## src/rtl/alu_sequencer_pkg.sv

```systemverilog
// rtl/alu_sequencer_pkg.sv - opcode, state and sizing definitions shared by the sequencer and the ALU
package alu_sequencer_pkg;

  localparam int DATA_W = 8;
  localparam int NREGS  = 4;
  localparam int ADDR_W = 2;

  typedef enum logic [2:0] {
    OP_ADD = 3'b000,
    OP_SUB = 3'b001,
    OP_AND = 3'b010,
    OP_OR  = 3'b011,
    OP_XOR = 3'b100,
    OP_ILL = 3'b101,
    OP_SLT = 3'b110,
    OP_BZ  = 3'b111
  } op_e;

  typedef enum logic [1:0] {
    ST_IDLE  = 2'd0,
    ST_ISSUE = 2'd1,
    ST_WB    = 2'd2
  } state_e;

  // Only the arithmetic/logic ops produce a register result
  function automatic logic op_writes_reg(input op_e op);
    return (op != OP_ILL) && (op != OP_BZ);
  endfunction

endpackage

```

## src/rtl/gpr_file.sv

```systemverilog
// rtl/gpr_file.sv - 4x8 register file, one write port, three combinational read ports
module gpr_file
  import alu_sequencer_pkg::*;
(
  input  logic              clk,
  input  logic              rst,
  input  logic              we,
  input  logic [ADDR_W-1:0] waddr,
  input  logic [DATA_W-1:0] wdata,
  input  logic [ADDR_W-1:0] ra_addr,
  output logic [DATA_W-1:0] ra_data,
  input  logic [ADDR_W-1:0] rb_addr,
  output logic [DATA_W-1:0] rb_data,
  input  logic [ADDR_W-1:0] dbg_addr,
  output logic [DATA_W-1:0] dbg_data
);

  logic [DATA_W-1:0] regs [NREGS];

  always_ff @(posedge clk) begin
    if (rst) begin
      for (int i = 0; i < NREGS; i++) begin
        regs[i] <= '0;
      end
    end else if (we) begin
      regs[waddr] <= wdata;
    end
  end

  assign ra_data  = regs[ra_addr];
  assign rb_data  = regs[rb_addr];
  assign dbg_data = regs[dbg_addr];

endmodule

```

## src/rtl/alu_sequencer.sv

```systemverilog
// rtl/alu_sequencer.sv - three-state instruction sequencer driving an external 1-cycle ALU
module alu_sequencer
  import alu_sequencer_pkg::*;
(
  input  logic        clk,
  input  logic        rst,
  input  logic        in_valid,
  output logic        in_ready,
  input  logic [8:0]  in_instr,
  input  logic        ld_valid,
  input  logic [1:0]  ld_addr,
  input  logic [7:0]  ld_data,
  output logic [2:0]  alu_op,
  output logic [7:0]  alu_a,
  output logic [7:0]  alu_b,
  input  logic [7:0]  alu_ans,
  input  logic        alu_zero,
  output logic        done,
  output logic        done_err,
  output logic        zflag,
  input  logic [1:0]  dbg_addr,
  output logic [7:0]  dbg_data
);

  state_e      state;
  logic [8:0]  instr;
  op_e         cur_op;
  logic [1:0]  rd, ra, rb;
  logic        accept;
  logic        rf_we;
  logic [1:0]  rf_waddr;
  logic [7:0]  rf_wdata;
  logic [7:0]  ra_data, rb_data;

  assign cur_op = op_e'(instr[8:6]);
  assign rd     = instr[5:4];
  assign ra     = instr[3:2];
  assign rb     = instr[1:0];

  // A pending load steals the IDLE cycle from the instruction port
  assign in_ready = (state == ST_IDLE) && !ld_valid && !rst;
  assign accept   = in_valid && in_ready;

  always_comb begin
    rf_we    = 1'b0;
    rf_waddr = ld_addr;
    rf_wdata = ld_data;
    if (state == ST_IDLE && ld_valid) begin
      rf_we = 1'b1;
    end else if (state == ST_WB && op_writes_reg(cur_op)) begin
      rf_we    = 1'b1;
      rf_waddr = rd;
      rf_wdata = alu_ans;
    end
  end

  gpr_file u_gpr (
    .clk      (clk),
    .rst      (rst),
    .we       (rf_we),
    .waddr    (rf_waddr),
    .wdata    (rf_wdata),
    .ra_addr  (ra),
    .ra_data  (ra_data),
    .rb_addr  (rb),
    .rb_data  (rb_data),
    .dbg_addr (dbg_addr),
    .dbg_data (dbg_data)
  );

  // The illegal opcode never reaches the ALU; it sees an idle ADD of zeros instead
  always_comb begin
    alu_op = OP_ADD;
    alu_a  = '0;
    alu_b  = '0;
    if (state == ST_ISSUE && cur_op != OP_ILL) begin
      alu_op = cur_op;
      alu_a  = ra_data;
      alu_b  = rb_data;
    end
  end

  always_ff @(posedge clk) begin
    if (rst) begin
      state    <= ST_IDLE;
      instr    <= '0;
      zflag    <= 1'b0;
      done     <= 1'b0;
      done_err <= 1'b0;
    end else begin
      done     <= 1'b0;
      done_err <= 1'b0;
      case (state)
        ST_IDLE: begin
          if (accept) begin
            instr <= in_instr;
            state <= ST_ISSUE;
          end
        end
        ST_ISSUE: begin
          state    <= ST_WB;
          done     <= 1'b1;
          done_err <= (cur_op == OP_ILL);
        end
        ST_WB: begin
          state <= ST_IDLE;
          if (cur_op == OP_BZ) begin
            zflag <= alu_zero;
          end
        end
        default: state <= ST_IDLE;
      endcase
    end
  end

endmodule

```

## config.mk

```make
export PLATFORM = sky130hd
export DESIGN_NAME = alu_sequencer
export DESIGN_NICKNAME = d
export VERILOG_FILES = /design/src/rtl/alu_sequencer_pkg.sv /design/src/rtl/gpr_file.sv /design/src/rtl/alu_sequencer.sv
export SDC_FILE = /design/constraint.sdc
export NUM_CORES = 1
export LEC_CHECK = 0
export BUFFER_PORTS_ARGS = -buffer_cell sky130_fd_sc_hd__buf_4
export CAP_MARGIN = 5
export CORE_MARGIN = 2
export CORE_UTILIZATION = 59
export CTS_CLUSTER_DIAMETER = 150
export DETAILED_ROUTE_END_ITERATION = 10
export HOLD_SLACK_MARGIN = 0.03
export PLACE_DENSITY_LB_ADDON = 0.1
export SLEW_MARGIN = 5
export SYNTH_ARGS = -nofsm -noshare
export SYNTH_HDL_FRONTEND = slang
export SYNTH_SLANG_ARGS = --single-unit
```

## constraint.sdc

```tcl
create_clock -name clk -period 5 [get_ports clk]
set_clock_uncertainty 0.05 [all_clocks]
set_input_delay 0 -clock clk [delete_from_list [all_inputs] [get_ports clk]]
set_output_delay 0 -clock clk [all_outputs]
set_load 0.03 [all_outputs]
```

==> flow_summary.yaml, run 1 <==
drt:
  drc: 0
  vias: 2497
  drt_iter0_drc: 190
  drtAntennaViolNets: 0
  wl_per_cell_um: 16.1
  drt-vias-per-instance: 5.88
  first_pass_iters: 6
  routed_wl_mm: 6.85
global_route:
  grt_use_total: 0.257
  antenna_found_initial: 0
  overflow: 0
  grt_max_degree: 36
  grt_pass1_wl_mm: 10.6
  grt_pass1_vias: 2138
placement:
  place_worst_setup_slack_ns: 1.89
  place_congestion: 0.843
  hpwl_mm: 4.71
  portBuffers: 64
die:
  dieHeight_um: 75.2
  dieArea_um2: 5650
  ios: 65
  die_x_um: 75.2
  initial_core_util: 0.621
  coreArea_um2: 4820
  fp-row-count: 25
synth:
  synthAdderAreaFrac: 0
  synth_top_area_frac: 0.321
  synth_mux_area_frac: 0.194
  synth_cell_types: 28
  syn_area_per_cell_um2: 10.7
  synth_area_um2: 2990
  synth.most_common_cell: "nand3_1"
  synth_compound_area_frac: 0.108
  yosys_register_bits: 50
  synth_simple_gate_area_frac: 0.202
  synth_commonest_cells: "58 x nand3_1, 32 x edfxtp_1, 28 x nand2_1"
  synth_area_leaders: "edfxtp_1 32%, mux4_2 18%, dfxtp_1 12%, nand3_1 9.7%, a21oi_2 5.3%"
  synthArstFlopShare: 0
  ys.flop_type: "edfxtp_1"
  syn_inst: 279
  yosys_warnings: 0
  synth_xor_area_frac: 0
  yosys.area.top_type: "edfxtp_1"
  syn_nets: 313
  synth_edf_count: 32
  seq_area_frac_synth: 0.442
  synth_top_family_by_area: "simple AND/OR/NAND/NOR gates"
timing:
  post-route-period-util: 0.556
  slew_headroom: 0.215
  tns_ns: 0
  maxSlewViolCount: 0
  fin_ws_ns: 2.22
  fmax_mhz: 360
  fin_hold_ws_ns: 0.0396
  rsz0062_at_grt: "no"
  tightest_slew_ns: 1.17
  min_period_ns: 2.78
  final-setup-viol-count: 0
  hold_viol_final: 0
clock_network:
  h-tree-depth: 2
  cts_num_sinks: 50
  cts_tree: "built"
  cts_resized: 0
  worstSkewPairLatency_ns: 0.30
  clk_path_buf_depth: 2
  cts_buffers: 5
  cts_root_buffer: "clkbuf_8"
  path_clk_slew_ns: 0.09
critical_path:
  critPathKind: "reg2reg"
  cp.required_ns: 4.88
  arrival_ns: 2.66
  end_kind: "register"
  crit_slowest_cell: "and2_1"
  cp_slowest_stage_delay_ns: 0.85
  start_kind: "register"
  cp_cell_sequence: "nor2b_2 > and2_1 > a31oi_1 > o31ai_2"
  cp_max_fo: 33
  r2r_slack_ns: 2.22
cells_and_area:
  num-nets-final: 391
  drive_above_1_share: 0.335
  n_fill_cell: 308
  syn_to_final_growth_pct: 28.7
  n_antenna_cell: 0
pwr:
  leakage_nw: 1.39
  ir_worst_vdd_v: 0.000150
  powerDensity_nw_per_um2: 240
status:
  status: "completed"
job:
  drv_cap: 0
min_path:
  worst_hold_path_type: "in2reg"
-- cells in the final DEF (no fill, tap or decap), types with 2 or more instances in the layout --
cell            n
buf_4          66
nand3_1        58
edfxtp_1       32
dlygate4sd3_1  30
nand2_1        28
mux4_2         24
a21oi_1        24
nor2b_1        20
a21oi_2        18
dfxtp_1        18
nor2_1          8
clkbuf_8        6
inv_1           5
mux2i_1         4
o21ai_0         3
nor4_1          2
-- flip-flops by register name (all words and copies together), names as in the netlist, named ones only --
signal and count:
u_gpr.regs 32, instr 9, state 2, done 1, done_err 1, zflag 1
-- cells by family after synthesis --
group	Yosys count
simple gates	122
flops	50
compound gates	49
buf+inv	30
mux	28
-- power breakdown --
group | switching (mW) | internal [mW]
Sequential | 0.0183 | 0.460
Combinational | 0.0877 | 0.0835
Clock | 0.128 | 0.144
Total | 0.234 | 0.688
-- worst max-delay path: cells and delay by family (launching register included) --
kind	cells	cell delay, ns
flip-flops	1	0.38
AO/OA/AOI/OAI	2	0.87
AND/OR/NAND/NOR	2	1.10
-- metal layers --
layer  share of wire  vias to the layer above  track usage
met5               0                        -            0
li1                -                     1190            -
met1            0.45                     1150        0.380
met3           0.091                        8       0.0629
met4           0.011                        0       0.0877
met2            0.45                      149        0.376
-- metrics by stage --
stage	util	cell area, um^2	instances	power (mW)
final	0.799	3850	425	0.923
after global routing	0.799	3850	425	0.954
after CTS	0.798	3840	425	0.922
after detailed placement	0.711	3430	387	0.641
after global placement	0.711	3430	387	0.638
after floorplan	-	2990	279	0.586
-- what timing repair did --
| item | 4_1_cts | 5_1_grt |
|---|---|---|
| hold buffers | 30 | 0 |
| endpoints found under the hold margin | 21 | 0 |
| buffers inserted | 0 | 0 |
-- final cells by class --
cell class                 instances  area, um^2  area share
multi-input combinational        199        1510       0.393
sequential                        50        1320       0.343
timing repair buffer              96         796       0.207
clock buffer                       7         108      0.0280
tap                               67        83.8      0.0218
inverter                           5        18.8     0.00488
clock inverter                     1        8.76     0.00228
-- final timing paths --
check                           startpoint                to  cells past startpoint
worst max-delay path              state[1]  u_gpr.regs[3][3]                      4
worst min-delay path            alu_ans[2]  u_gpr.regs[3][2]                      3
worst max register to register    state[1]  u_gpr.regs[3][3]                      4
worst min register to register    instr[1]          instr[1]                      2
No activity file was read; power rests on OpenSTA's default activity.
==> run 2, diff against run 1 <==
--- a/config.mk
+++ b/config.mk
@@ -8,7 +8,7 @@
 export BUFFER_PORTS_ARGS = -buffer_cell sky130_fd_sc_hd__buf_4
 export CAP_MARGIN = 5
 export CORE_MARGIN = 2
-export CORE_UTILIZATION = 59
+export CORE_UTILIZATION = 55
 export CTS_CLUSTER_DIAMETER = 150
 export DETAILED_ROUTE_END_ITERATION = 10
 export HOLD_SLACK_MARGIN = 0.03
==> constraint.sdc (replaced) <==
create_clock -name clk -period 2.65 [get_ports clk]
set_clock_uncertainty 0.05 [all_clocks]
set_input_delay 0 -clock clk [delete_from_list [all_inputs] [get_ports clk]]
set_output_delay 0 -clock clk [all_outputs]
set_load 0.03 [all_outputs]
==> run 2 against run 1 <==
First-iteration DRC count is 15% higher. Setup slack worse by 1.9 ns. Critical endpoint is now instr[6]. Sequential share of layout area is 0.47 points lower. Die area is 6.9% higher. Combinational power is 94% higher. Maximum frequency is 17% higher. Final area is 1.4% higher. Critical path type unchanged.
==> flow_summary.yaml, run 2 (same netlist as run 1, synthesis figures left out) <==
placement:
  place_congestion: 0.852
  hpwl_mm: 5.08
  portBuffers: 64
cells_and_area:
  num-nets-final: 399
  syn_to_final_growth_pct: 30.5
  top_register: "u_gpr.regs"
  n_fill_cell: 347
  largest_reg_flops: 32
  drive_above_1_share: 0.352
  utilization: 0.754
  final_common_cell: "buf_4"
  top_regs: "u_gpr.regs x32, instr x9, state x2"
  layout_common_cells: "76 x buf_4, 58 x nand3_1, 32 x edfxtp_1"
  n_antenna_cell: 0
drt:
  drc: 0
  drt-vias-per-instance: 5.83
  drtAntennaViolNets: 0
  wl_per_cell_um: 16.9
  vias: 2540
  drt_iter0_drc: 219
  first_pass_iters: 5
  routed_wl_mm: 7.37
pwr:
  leakage_nw: 1.42
  powerDensity_nw_per_um2: 453
  p_int_mw: 1.31
  p_sw_frac: 0.257
  seq_power_share: 0.511
  switchingPower_uw: 454
  pwr-share-clk: 0.301
  combPwrFrac: 0.188
  ir_worst_vdd_v: 0.000254
critical_path:
  cp.required_ns: 2.85
  start_kind: "register"
  cp_max_fo: 11
  critPathKind: "reg2reg"
  r2r_slack_ns: 0.28
  end_kind: "register"
  arrival_ns: 2.56
global_route:
  grt_pass1_wl_mm: 11.7
  grt_max_degree: 35
  grt_pass1_vias: 2259
  grt_use_total: 0.255
  antenna_found_initial: 0
  overflow: 0
clock_network:
  cts.hold.buffers_added: 28
  cts_num_sinks: 50
  h-tree-depth: 2
  cts_tree: "built"
  clk_path_buf_depth: 2
  path_clk_slew_ns: 0.09
  postCtsSetupRepairBufs: 0
  cts_buffers: 5
  cts_resized: 0
  worstSkewPairLatency_ns: 0.31
  cts_root_buffer: "clkbuf_8"
timing:
  hold_viol_final: 0
  tightest_slew_ns: 0.727
  rsz0062_at_grt: "no"
  slew_headroom: 0.514
  final-setup-viol-count: 0
  tns_ns: 0
  min_period_ns: 2.37
  fmax_mhz: 422
  post-route-period-util: 0.893
  maxSlewViolCount: 0
die:
  dieHeight_um: 77.7
  dieArea_um2: 6040
  fp-row-count: 26
  die_x_um: 77.7
  ios: 65
  coreArea_um2: 5170
  initial_core_util: 0.578
status:
  status: "completed"
job:
  drv_cap: 0
min_path:
  worst_hold_path_type: "in2reg"
## run 2: critical path, stage by stage, from the launching register on
cell and delay (ns):
dfxtp_1 0.35, nor4_2 0.27, buf_4 0.22, nand3_1 0.11, dlygate4sd3_1 0.58, a21oi_1 0.13, dlygate4sd3_1 0.59
## run 2: path summary, 6_finish.rpt
kind,to,cells past startpoint,from
setup / recovery,instr[6],6,state[1]
hold / removal,u_gpr.regs[0][7],3,alu_ans[7]
setup reg to reg,instr[6],6,state[1]
hold reg to reg,instr[0],2,instr[0]
## run 2: power groups by stage
stage	Sequential, mW	Combinational, mW	Clock, mW
after global placement	0.917	0.302	0
after global routing	0.910	0.356	0.565
after CTS	0.903	0.328	0.533
after detailed placement	0.921	0.304	0
after floorplan	0.902	0.204	0
final	0.904	0.332	0.531
## run 2: layout make-up
type	count	area (um^2)	share of cell area
flip-flops and latches	50	1320	0.339
clock buffers	6	72.6	0.0186
inverters	5	18.8	0.00481
repair buffers	104	851	0.218
well taps	70	87.6	0.0225
clock inverters	2	37.5	0.00962
multi-input cells	199	1510	0.388
## run 2: layer usage
layer	part of all wire	wire, um	GRT usage
met5	0	0	0
met4	0.015	111	0.0804
met3	0.095	697	0.0570
met2	0.46	3390	0.372
met1	0.43	3170	0.382
## run 2: stage by stage
step           instance area (um^2)  worst slack [ns]  instances  total power [mW]  hold slack (ns)
2_1_floorplan                  2990             0.630        279              1.11           0.0280
3_3_place_gp                   3510             0.875        400              1.22            0.186
3_5_place_dp                   3510             0.810        400              1.22            0.204
4_1_cts                        3900             0.388        436              1.76           0.0313
5_1_grt                        3900             0.193        436              1.83           0.0323
6_report                       3900             0.283        436              1.77           0.0366
